<file path="config.mk">
export PLATFORM = sky130hd
export DESIGN_NAME = instr_fetch_buffer_flat
export DESIGN_NICKNAME = d
export VERILOG_FILES = /design/src/rtl/instr_fetch_buffer_if.sv /design/src/rtl/instr_fetch_buffer.sv /design/src/flat_wrapper.sv
export SDC_FILE = /design/constraint.sdc
export NUM_CORES = 1
export LEC_CHECK = 0
export CAP_MARGIN = 15
export CORE_MARGIN = 3
export CORE_UTILIZATION = 40
export DETAILED_ROUTE_END_ITERATION = 16
export PLACE_DENSITY = 0.7
export SLEW_MARGIN = 20
export SYNTH_ARGS = -nofsm -noshare
export SYNTH_HDL_FRONTEND = slang
export SYNTH_SLANG_ARGS = --single-unit
</file>
<file path="constraint.sdc">
create_clock -name clk -period 6.8 [get_ports clk]
set_input_delay 1.36 -clock clk [delete_from_list [all_inputs] [get_ports clk]]
set_output_delay 1.36 -clock clk [all_outputs]
set_load 0.02 [all_outputs]
</file>
<file path="src/rtl/instr_fetch_buffer_if.sv">
// Bundle of the fetch buffer's two handshakes: the instruction-memory
// request/response channel and the instruction channel toward the core,
// plus the core's redirect request.
interface instr_fetch_buffer_if #(
   parameter int XLEN = 32
);
   logic            imem_req;
   logic [XLEN-1:0] imem_addr;
   logic            imem_ready;
   logic            imem_rvalid;
   logic [XLEN-1:0] imem_rdata;
   logic            instr_valid;
   logic [XLEN-1:0] instr;
   logic [XLEN-1:0] instr_pc;
   logic            instr_ready;
   logic            redirect;
   logic [XLEN-1:0] redirect_pc;

   // Fetch buffer side
   modport master (
      output imem_req, imem_addr, instr_valid, instr, instr_pc,
      input  imem_ready, imem_rvalid, imem_rdata, instr_ready, redirect, redirect_pc
   );

   // Memory and core side
   modport slave (
      input  imem_req, imem_addr, instr_valid, instr, instr_pc,
      output imem_ready, imem_rvalid, imem_rdata, instr_ready, redirect, redirect_pc
   );
endinterface

</file>
<file path="src/rtl/instr_fetch_buffer.sv">
// Instruction fetch buffer: issues in-order word fetches to a variable-latency
// instruction memory, queues returned words tagged with their PC and hands
// them to the core over valid/ready. A redirect flushes the queue, restarts
// fetch at the new PC and drops every response still in flight.
module instr_fetch_buffer #(
   parameter int              XLEN     = 32,
   parameter int              DEPTH    = 4,
   parameter logic [XLEN-1:0] RESET_PC = '0
) (
   input logic                  clk,
   input logic                  rst,
   instr_fetch_buffer_if.master bus
);
   localparam int PW = $clog2(DEPTH);
   localparam int CW = PW + 1;
   localparam logic [CW:0] CAP = (CW + 1)'(DEPTH);

   typedef enum logic {
      BOOT,
      RUN
   } state_t;

   state_t          state;
   logic [XLEN-1:0] fetch_pc;
   logic [XLEN-1:0] resp_pc;
   logic [CW-1:0]   count;
   logic [CW-1:0]   outstanding;
   logic [CW-1:0]   discard;
   logic [PW-1:0]   wr_ptr;
   logic [PW-1:0]   rd_ptr;
   logic [XLEN-1:0] fifo_instr [DEPTH];
   logic [XLEN-1:0] fifo_pc    [DEPTH];

   logic            running;
   logic            flush;
   logic            accept;
   logic            drop;
   logic            push;
   logic            pop;
   logic            head_valid;
   logic [CW:0]     in_flight;
   logic [XLEN-1:0] target_pc;
   logic [CW-1:0]   rvalid_w;
   logic [CW-1:0]   accept_w;
   logic [CW-1:0]   push_w;
   logic [CW-1:0]   pop_w;

   // Per-cycle handshake decisions; a response in a redirect cycle is always dropped
   always_comb begin
      running    = (state == RUN);
      flush      = running && bus.redirect;
      in_flight  = {1'b0, count} + {1'b0, outstanding};
      head_valid = (count != '0);
      accept     = bus.imem_req && bus.imem_ready;
      drop       = bus.imem_rvalid && (flush || (discard != '0));
      push       = bus.imem_rvalid && !drop;
      pop        = head_valid && bus.instr_ready && !flush;
      target_pc  = bus.redirect_pc & ~(XLEN'(3));
      rvalid_w   = CW'(bus.imem_rvalid);
      accept_w   = CW'(accept);
      push_w     = CW'(push);
      pop_w      = CW'(pop);
   end

   assign bus.imem_req    = running && !bus.redirect && (in_flight < CAP);
   assign bus.imem_addr   = fetch_pc;
   assign bus.instr_valid = head_valid;
   assign bus.instr       = head_valid ? fifo_instr[rd_ptr] : '0;
   assign bus.instr_pc    = head_valid ? fifo_pc[rd_ptr]    : '0;

   // Control state: boot FSM, fetch/response PCs, occupancy and discard bookkeeping
   always_ff @(posedge clk or negedge rst) begin
      if (!rst) begin
         state       <= BOOT;
         fetch_pc    <= RESET_PC;
         resp_pc     <= RESET_PC;
         count       <= '0;
         outstanding <= '0;
         discard     <= '0;
         wr_ptr      <= '0;
         rd_ptr      <= '0;
      end else begin
         case (state)
            BOOT:    state <= RUN;
            RUN:     state <= RUN;
            default: state <= BOOT;
         endcase

         if (flush) begin
            // Everything still in flight after this edge is stale, and the
            // discard count already covers a subset of those same requests,
            // so the new count is simply what remains outstanding.
            fetch_pc    <= target_pc;
            resp_pc     <= target_pc;
            count       <= '0;
            rd_ptr      <= wr_ptr;
            outstanding <= outstanding - rvalid_w;
            discard     <= outstanding - rvalid_w;
         end else begin
            outstanding <= outstanding + accept_w - rvalid_w;
            count       <= count + push_w - pop_w;
            if (accept) begin
               fetch_pc <= fetch_pc + XLEN'(4);
            end
            if (drop) begin
               discard <= discard - CW'(1);
            end
            if (push) begin
               wr_ptr  <= wr_ptr + PW'(1);
               resp_pc <= resp_pc + XLEN'(4);
            end
            if (pop) begin
               rd_ptr <= rd_ptr + PW'(1);
            end
         end
      end
   end

   // Queue storage: capture each kept response word together with its PC
   always_ff @(posedge clk) begin
      if (push) begin
         fifo_instr[wr_ptr] <= bus.imem_rdata;
         fifo_pc[wr_ptr]    <= resp_pc;
      end
   end
endmodule

</file>
<file path="src/flat_wrapper.sv">
// flat-port wrapper written by rule: the top's interface ports become plain ports
module instr_fetch_buffer_flat 
#(
   parameter int              XLEN     = 32,
   parameter int              DEPTH    = 4,
   parameter logic [XLEN-1:0] RESET_PC = '0
)
  (clk, rst, bus_imem_req, bus_imem_addr, bus_instr_valid, bus_instr, bus_instr_pc, bus_imem_ready, bus_imem_rvalid, bus_imem_rdata, bus_instr_ready, bus_redirect, bus_redirect_pc);
  instr_fetch_buffer_if #(.XLEN(XLEN)) bus_i ();
  input logic clk;
  input logic rst;
  output wire logic [$bits(bus_i.imem_req)-1:0] bus_imem_req;
  output wire logic [$bits(bus_i.imem_addr)-1:0] bus_imem_addr;
  output wire logic [$bits(bus_i.instr_valid)-1:0] bus_instr_valid;
  output wire logic [$bits(bus_i.instr)-1:0] bus_instr;
  output wire logic [$bits(bus_i.instr_pc)-1:0] bus_instr_pc;
  input wire logic [$bits(bus_i.imem_ready)-1:0] bus_imem_ready;
  input wire logic [$bits(bus_i.imem_rvalid)-1:0] bus_imem_rvalid;
  input wire logic [$bits(bus_i.imem_rdata)-1:0] bus_imem_rdata;
  input wire logic [$bits(bus_i.instr_ready)-1:0] bus_instr_ready;
  input wire logic [$bits(bus_i.redirect)-1:0] bus_redirect;
  input wire logic [$bits(bus_i.redirect_pc)-1:0] bus_redirect_pc;
  assign bus_imem_req = bus_i.imem_req;
  assign bus_imem_addr = bus_i.imem_addr;
  assign bus_instr_valid = bus_i.instr_valid;
  assign bus_instr = bus_i.instr;
  assign bus_instr_pc = bus_i.instr_pc;
  assign bus_i.imem_ready = bus_imem_ready;
  assign bus_i.imem_rvalid = bus_imem_rvalid;
  assign bus_i.imem_rdata = bus_imem_rdata;
  assign bus_i.instr_ready = bus_instr_ready;
  assign bus_i.redirect = bus_redirect;
  assign bus_i.redirect_pc = bus_redirect_pc;
  instr_fetch_buffer #(.XLEN(XLEN), .DEPTH(DEPTH), .RESET_PC(RESET_PC)) u_core (.clk(clk), .rst(rst), .bus(bus_i));
endmodule
</file>
==> reports/qor.txt, run 1 <==
CLOCK NETWORK
--------------------------------------------------------------------------------------------------------
Hold-fix buffer count after cts                                                                        0
Post-CTS clock slew at the launch and capture registers of the worst setup and hold paths          60 ps
CTS tree                                                                                             yes
Total clock buffers created by CTS                                                                    34
Root Buffer                                                                                 sky130_fd_sc_hd__clkbuf_16
Number of sinks on the clock net                                                                     322
Number of resized instances in the post-cts repair step                                                0
Max Root-Sink Buffers                                                                                  3
H-Tree Depth                                                                                           2
Setup bufs post-CTS                                                                                    0
Clock latency at the later pin of the worst-skew pair                                             500 ps

CELLS AND AREA
--------------------------------------------------------------------------------------------------------
Area of the multi-input gates                                                                 4050 sq um
Fraction of layout cells with a size suffix above 1                                                13.7%
Final antenna diode count                                                                              0
Count of nets after finishing                                                                       1105
Area added between synthesis and finish                                                            23.4%
Seq. cell area                                                                                9300 sq um
Count of fill cells added during filler insertion                                                   2718

ROUTE
--------------------------------------------------------------------------------------------------------
Via count of the routed design                                                                      7677
DRC violations left                                                                                    0
Detailed-route wire length                                                                      27900 um
Per-cell via count in the routed design                                                             5.17
Number of detailed-routing iterations run before antenna repair                                        7
Iteration-0 DRC count of the detailed router                                                         450
Detail Route Antenna Nets                                                                              0
Routed wire length per instance                                                                  18.8 um

CRITICAL PATH
--------------------------------------------------------------------------------------------------------
Cell family with most CP delay                                                              buffers and inverters
Data required time at the worst endpoint                                                         5440 ps
Buf+Inv Stages, Crit Path                                                                              2
Slowest library cell on the worst path                                                      sky130_fd_sc_hd__clkdlybuf4s50_1
Arrival time at the worst endpoint                                                               3210 ps
Critical Path Source Type                                                                      input pin
Worst stage delay on the critical path                                                            670 ps
Cell occurring most often along the worst timing path                                       sky130_fd_sc_hd__clkdlybuf4s50_1
Type of destination of the critical path                                                    primary output
Crit path kind                                                                              input pin to primary output
Critical Path, Cell by Cell                                                                 clkdlybuf4s50_1, or3b_4, nor3_4, clkdlybuf4s50_1
Highest fanout seen on the critical path                                                               4

POWER AND IR DROP
--------------------------------------------------------------------------------------------------------
Overall power                                                                                    6550 uW
P per Cell Area                                                                              391 nW/um^2
Worst vdd ir                                                                                    0.185 mV
Leakage component of the power                                                                0.00569 uW

TIMING
--------------------------------------------------------------------------------------------------------
Achievable clock frequency                                                                       219 MHz
Worst slew margin relative to its limit                                                            36.6%
Final hold vios                                                                                        0
Final slew viol count                                                                                  0
Setup repair after global routing missed its margin                                                   no
Worst clock skew                                                                                 14.2 ps
Fin crit period                                                                                  4570 ps
Ratio of final minimum period to clock period                                                      67.2%
Worst slew pin tran                                                                               951 ps
Total Negative Setup Slacks                                                                         0 ps
Endpoints failing setup                                                                                0

SYNTHESIS
--------------------------------------------------------------------------------------------------------
Gate Count Post-Synth                                                                                841
Cell with the most instances after synthesis                                                sky130_fd_sc_hd__edfxtp_1
Top FF cell, synth                                                                          sky130_fd_sc_hd__edfxtp_1
Number of enable-type register cells in the synthesized netlist                                      248
Synthesized flop and latch total                                                                     322
Largest area contributor in the netlist                                                     sky130_fd_sc_hd__edfxtp_1
Async set-reset flop share out of synthesis                                                        23.0%
Distinct cell type count of the synthesized netlist                                                   48
Synthesized area divided by synthesized cell count                                            16.1 sq um
Largest cells by area after synthesis                                                       sky130_fd_sc_hd__edfxtp_1 (55%), sky130_fd_sc_hd__dfrtp_1 (14%), sky130_fd_sc_hd__mux4_2 (10%)
Share of the synthesized area in the top cell type                                                 54.9%
Number of synthesis warnings                                                                           0
Post-Synthesis Cell Area                                                                     13600 sq um
Most used standard cells in the synthesized netlist                                         sky130_fd_sc_hd__edfxtp_1 (248), sky130_fd_sc_hd__dfrtp_1 (74), sky130_fd_sc_hd__and2_1 (69)
Sequential-to-total area share from yosys stat                                                     68.5%

FLOORPLAN
--------------------------------------------------------------------------------------------------------
Die Span X                                                                                        190 um
Std-Cell Core Area                                                                           32900 sq um
Chip height                                                                                       190 um
DIE AREA                                                                                     36200 sq um
I/O pin count                                                                                        168
Core Rows                                                                                             66
Starting utilization of the core area                                                              41.2%

GRT
--------------------------------------------------------------------------------------------------------
Vias in the first global route                                                                      7883
GRT Residual Overflow                                                                                  0
All-Layer GR Usage                                                                                 15.5%
Number of antenna violations at the first check in global routing                                      0
First-pass GRT wire length                                                                      44000 um
Largest net degree at the start of global routing                                                     75

FLOW RUN
--------------------------------------------------------------------------------------------------------
Max cap viols                                                                                          0

RUN STATUS
--------------------------------------------------------------------------------------------------------
Run status                                                                                     completed

PLACED DESIGN
--------------------------------------------------------------------------------------------------------
Half-perimeter wire length after detailed placement                                             17900 um
Count of input and output buffers                                                                    161
Weighted congestion reported at the end of routability-driven placement                            0.818

MIN PATH
--------------------------------------------------------------------------------------------------------
Worst hold path type                                                                        flip-flop to flip-flop

-- power breakdown --
part	leakage [uW]	internal [uW]	switching [uW]	total, uW
combinational	0.00211	1140	1090	2240
sequential	0.00307	2340	250	2590
clock	0.000506	1010	709	1720
total	0.00569	4500	2050	6550
-- state kept, by name, indices dropped and copies added, names as in the netlist --
| signal | count |
|---|---|
| u_core.count | 3 |
| u_core.bus.imem_addr | 30 |
| u_core.outstanding | 3 |
| u_core.discard | 3 |
| u_core.fifo_pc | 120 |
| u_core.wr_ptr | 2 |
| u_core.running | 1 |
| u_core.fifo_instr | 128 |
| u_core.resp_pc | 30 |
| u_core.rd_ptr | 2 |
-- worst min-delay path, delay by kind of cell (launching register included) --
family           cells  cell delay (ps)
AO/OA/AOI/OAI        1               60
AND/OR/NAND/NOR      1               60
flip-flops           1              390
-- cells by family (layout without fill, tap and decap cells) --
group | after synthesis | after routing | synth area share, %
DFF | 322 | 322 | 68.5
and+or+nand+nor | 245 | 245 | 10.8
AOI/OAI and AO/OA | 82 | 82 | 3.28
muxes | 64 | 64 | 10.4
buffers and inverters | 56 | 254 | 1.74
xor gates and xnor gates | 52 | 52 | 3.36
adders and majority gates | 18 | 18 | 1.77
other | 2 | 5 | 0.0554
-- routing by layer --
metal	up-vias	global-route usage [%]	wire length (um)	part of all wire (%)
met1	3894	22.3	13000	46
met3	28	2.71	1310	4.7
met2	199	25.2	13300	47
li1	3556	-	-	-
met5	-	0	0	0
met4	0	3.27	414	1.5
-- final timing paths --
path | from | endpoint | slack [ps] | cells past startpoint
setup / recovery | bus_redirect | bus_imem_req | 2230 | 4
hold / removal | u_core.wr_ptr[1]$_DFFE_PN0P_ | u_core.rd_ptr[1]$_DFFE_PN0P_ | 550 | 2
setup reg to reg | u_core.count[1]$_DFF_PN0_ | u_core.count[2]$_DFF_PN0_ | 3830 | 12
hold reg to reg | u_core.wr_ptr[1]$_DFFE_PN0P_ | u_core.rd_ptr[1]$_DFFE_PN0P_ | 550 | 2
max in group asynchronous | rst | u_core.discard[1]$_DFFE_PN0P_ | 4760 | 2
min in group asynchronous | rst | u_core.bus.imem_addr[27]$_DFFE_PN0P_ | 1000 | 1
-- cell type report --
cell class | instances | area share, %
tap | 442 | 3.30
inverter | 19 | 0.426
clock buffer | 51 | 5.96
multi-input combinational | 466 | 24.2
clock inverter | 10 | 0.269
sequential | 322 | 55.6
timing repair buffer | 174 | 10.3
-- layout by cell type, fill, tap and decap left out, types with 19 or more instances in the layout --
master	n
sky130_fd_sc_hd__inv_1	19
sky130_fd_sc_hd__nand2_1	31
sky130_fd_sc_hd__mux4_2	62
sky130_fd_sc_hd__nand3_1	32
sky130_fd_sc_hd__xor2_1	33
sky130_fd_sc_hd__nand4_1	19
sky130_fd_sc_hd__and2_1	65
sky130_fd_sc_hd__edfxtp_1	248
sky130_fd_sc_hd__nor2_1	41
sky130_fd_sc_hd__a21oi_1	46
sky130_fd_sc_hd__dfrtp_1	72
sky130_fd_sc_hd__clkdlybuf4s50_1	160
sky130_fd_sc_hd__xnor2_1	19
sky130_fd_sc_hd__clkbuf_16	37
-- metrics by stage --
stage | hold slack (ps) | instances | util (%) | setup WS, ps | instance area (sq um)
CTS | 551 | 1483 | 50.7 | 1980 | 16700
floorplan | 494 | 844 | - | 2830 | 13600
global placement | 529 | 1422 | 47.6 | 2190 | 15700
detailed placement | 533 | 1422 | 47.6 | 2220 | 15700
global route | 601 | 1484 | 50.8 | 2150 | 16700
finish | 549 | 1484 | 50.8 | 2230 | 16700
(Power assumes the default switching activity.)
==> run 2: changes to the inputs <==
--- a/config.mk
+++ b/config.mk
@@ -9,7 +9,7 @@
 export CORE_MARGIN = 3
 export CORE_UTILIZATION = 40
 export DETAILED_ROUTE_END_ITERATION = 16
-export PLACE_DENSITY = 0.7
+export PLACE_DENSITY = 0.72
 export SLEW_MARGIN = 20
 export SYNTH_ARGS = -nofsm -noshare
 export SYNTH_HDL_FRONTEND = slang
==> constraint.sdc (replaced) <==
create_clock -name clk -period 4.1 [get_ports clk]
set_input_delay 0.82 -clock clk [delete_from_list [all_inputs] [get_ports clk]]
set_output_delay 0.82 -clock clk [all_outputs]
set_load 0.02 [all_outputs]
==> reports/qor.txt, run 2 (same netlist as run 1, synthesis figures left out) <==
FLOORPLAN
--------------------------------------------------------------------------------------------------------
DIE AREA                                                                                     36200 sq um   unchanged
Std-Cell Core Area                                                                           32900 sq um   unchanged
Die Span X                                                                                        190 um   unchanged
Chip height                                                                                       190 um   unchanged
Core Rows                                                                                             66   unchanged
I/O pin count                                                                                        168   unchanged
Starting utilization of the core area                                                              41.2%   unchanged

POWER AND IR DROP
--------------------------------------------------------------------------------------------------------
Gate power share                                                                                   35.0%   +0.9 points
Leakage component of the power                                                                0.00578 uW   +1.6%
Share of power burned in the clock network                                                         27.0%   +0.7 points
Power Internal                                                                                   7670 uW   +71%
Net Sw Frac                                                                                        30.9%   -0.40 points
Net Sw Power                                                                                     3430 uW   +67%
Worst vdd ir                                                                                    0.301 mV   +63%
P per Cell Area                                                                              654 nW/um^2   +67%
Register share of total power                                                                      38.0%   -1.5 points

ROUTE
--------------------------------------------------------------------------------------------------------
Per-cell via count in the routed design                                                             5.18   +0.19%
Detailed-route wire length                                                                      28600 um   +2.4%
Number of detailed-routing iterations run before antenna repair                                        7   unchanged
Detail Route Antenna Nets                                                                              0   unchanged
Routed wire length per instance                                                                  19.2 um   +2.2%
Via count of the routed design                                                                      7707   +0.39%
DRC violations left                                                                                    0   unchanged
Iteration-0 DRC count of the detailed router                                                         366   -19%

RUN STATUS
--------------------------------------------------------------------------------------------------------
Run status                                                                                     completed

CELLS AND AREA
--------------------------------------------------------------------------------------------------------
Count of nets after finishing                                                                       1111   +0.54%
Fraction of layout cells with a size suffix above 1                                                14.2%   +0.44 points
Final Util                                                                                         51.5%   +0.74 points
Commonest non-fill, non-tap cell in the layout                                              sky130_fd_sc_hd__edfxtp_1
Count of fill cells added during filler insertion                                                   2707   -0.40%
Largest registers in the final layout                                                       u_core.fifo_instr: 128 flops, u_core.fifo_pc: 120 flops
Area added between synthesis and finish                                                            25.2%
Final antenna diode count                                                                              0   unchanged
Register with the highest flop count                                                        u_core.fifo_instr
Max FFs per register                                                                                 128   unchanged
Most frequent cells in the layout                                                           sky130_fd_sc_hd__edfxtp_1 (248), sky130_fd_sc_hd__clkdlybuf4s50_1 (160), sky130_fd_sc_hd__dfrtp_1 (72)

GRT
--------------------------------------------------------------------------------------------------------
Largest net degree at the start of global routing                                                     63   -16%
All-Layer GR Usage                                                                                 15.9%   +0.42 points
Number of antenna violations at the first check in global routing                                      0   unchanged
First-pass GRT wire length                                                                      44900 um   +2.1%
Vias in the first global route                                                                      8016   +1.7%
GRT Residual Overflow                                                                                  0   unchanged

CLOCK NETWORK
--------------------------------------------------------------------------------------------------------
Hold-fix buffer count after cts                                                                        0   unchanged
Setup bufs post-CTS                                                                                    0   unchanged
Clock latency at the later pin of the worst-skew pair                                             500 ps   about the same
CTS tree                                                                                             yes
H-Tree Depth                                                                                           2   unchanged
Total clock buffers created by CTS                                                                    35   +2.9%
Number of sinks on the clock net                                                                     322   unchanged
Max Root-Sink Buffers                                                                                  3   unchanged
Number of resized instances in the post-cts repair step                                                0   unchanged
Post-CTS clock slew at the launch and capture registers of the worst setup and hold paths          60 ps   about the same
Root Buffer                                                                                 sky130_fd_sc_hd__clkbuf_16

PLACED DESIGN
--------------------------------------------------------------------------------------------------------
Weighted congestion reported at the end of routability-driven placement                            0.826   +1.0%
Half-perimeter wire length after detailed placement                                             18400 um   +3.0%
Count of input and output buffers                                                                    161   unchanged

TIMING
--------------------------------------------------------------------------------------------------------
Ratio of final minimum period to clock period                                                      89.6%
Setup repair after global routing missed its margin                                                   no
Endpoints failing setup                                                                                0   unchanged
Achievable clock frequency                                                                       272 MHz
Total Negative Setup Slacks                                                                         0 ps   unchanged
Worst clock skew                                                                                 12.7 ps   -1.45 ps
Worst slew pin tran                                                                               990 ps   +39.2 ps
Final slew viol count                                                                                  0   unchanged
Worst slew margin relative to its limit                                                            34.0%   -2.6 points
Fin crit period                                                                                  3670 ps
Final hold vios                                                                                        0   unchanged

CRITICAL PATH
--------------------------------------------------------------------------------------------------------
Critical Path Source Type                                                                      flip-flop
Highest fanout seen on the critical path                                                              26   +22
Data required time at the worst endpoint                                                         3280 ps   -2160 ps
Type of destination of the critical path                                                    primary output
Arrival time at the worst endpoint                                                               2850 ps   -360 ps
Crit path kind                                                                              flip-flop to primary output

MIN PATH
--------------------------------------------------------------------------------------------------------
Worst hold path type                                                                        input pin to asynchronous set/reset pin

FLOW RUN
--------------------------------------------------------------------------------------------------------
Max cap viols                                                                                          0   unchanged

-- run 2: cell types whose count changed in the layout (fill, tap and decap cells not counted), sizes merged --
| cell | before | now |
|---|---|---|
| bufinv | 0 | 3 |
| buf | 14 | 19 |
| clkbuf | 51 | 46 |
-- run 2: layout make-up --
class,instances,area [sq um],share of cell area [%]
Sequential cell,322,9300,54.8
Clock inverter,13,134,0.788
Multi-Input combinational cell,466,4060,23.9
Timing Repair Buffer,179,1900,11.2
Tap cell,442,553,3.26
Inverter,19,71.3,0.420
Clock buffer,46,960,5.65
-- run 2: worst max-delay path, cell delays in order (launching register included) --
cell and delay [ps]:
sky130_fd_sc_hd__dfrtp_4 740, sky130_fd_sc_hd__buf_12 310, sky130_fd_sc_hd__mux4_2 530, sky130_fd_sc_hd__and2_1 180, sky130_fd_sc_hd__clkdlybuf4s50_1 580
-- run 2: layer usage --
metal	up-vias	share of wire [%]	global-route usage (%)
met5	-	0	0
met4	0	1.4	3.36
met3	36	5.7	2.87
met2	213	49	26.4
met1	3889	44	22.3
li1	3569	-	-
-- run 2: final timing paths --
kind	startpoint	end	slack (ps)	depth (start not counted)
hold / removal	rst	u_core.bus.imem_addr[31]$_DFFE_PN0P_	490	1
max in group asynchronous	rst	u_core.resp_pc[5]$_DFFE_PN0P_	2790	2
setup / recovery	u_core.rd_ptr[0]$_DFFE_PN0P_	bus_instr_pc[15]	430	4
min in group clk	u_core.bus.imem_addr[15]$_DFFE_PN0P_	u_core.bus.imem_addr[15]$_DFFE_PN0P_	560	1
setup reg to reg	u_core.count[1]$_DFF_PN0_	u_core.count[2]$_DFF_PN0_	1210	11
hold reg to reg	u_core.bus.imem_addr[15]$_DFFE_PN0P_	u_core.bus.imem_addr[15]$_DFFE_PN0P_	560	1
-- run 2: power groups by stage --
stage	Clock [uW]	Sequential, uW	Combinational (uW)
global route	3230	4270	4230
global placement	0	4270	3950
floorplan	0	4190	2380
CTS	3100	4220	3990
finish	3000	4220	3890
detailed placement	0	4290	3980
-- run 2: stage by stage --
stage                     power (uW)  cells  cell area, sq um  setup WS [ps]  hold WS, ps
after floorplan                 6560    844             13600            672          494
after global placement          8220   1428             15900            682          546
after detailed placement        8270   1428             15900            685          552
after CTS                      11300   1487             17000            358          506
after global routing           11700   1487             17000            230          538
final                          11100   1487             17000            426          486
==> run 3: changes to the inputs <==
--- a/config.mk
+++ b/config.mk
@@ -5,7 +5,7 @@
 export SDC_FILE = /design/constraint.sdc
 export NUM_CORES = 1
 export LEC_CHECK = 0
-export CAP_MARGIN = 15
+export CAP_MARGIN = 20
 export CORE_MARGIN = 3
 export CORE_UTILIZATION = 40
 export DETAILED_ROUTE_END_ITERATION = 16
==> results of run 3 <==
The final DEF is identical to that of run 2; final timing and power are the same.
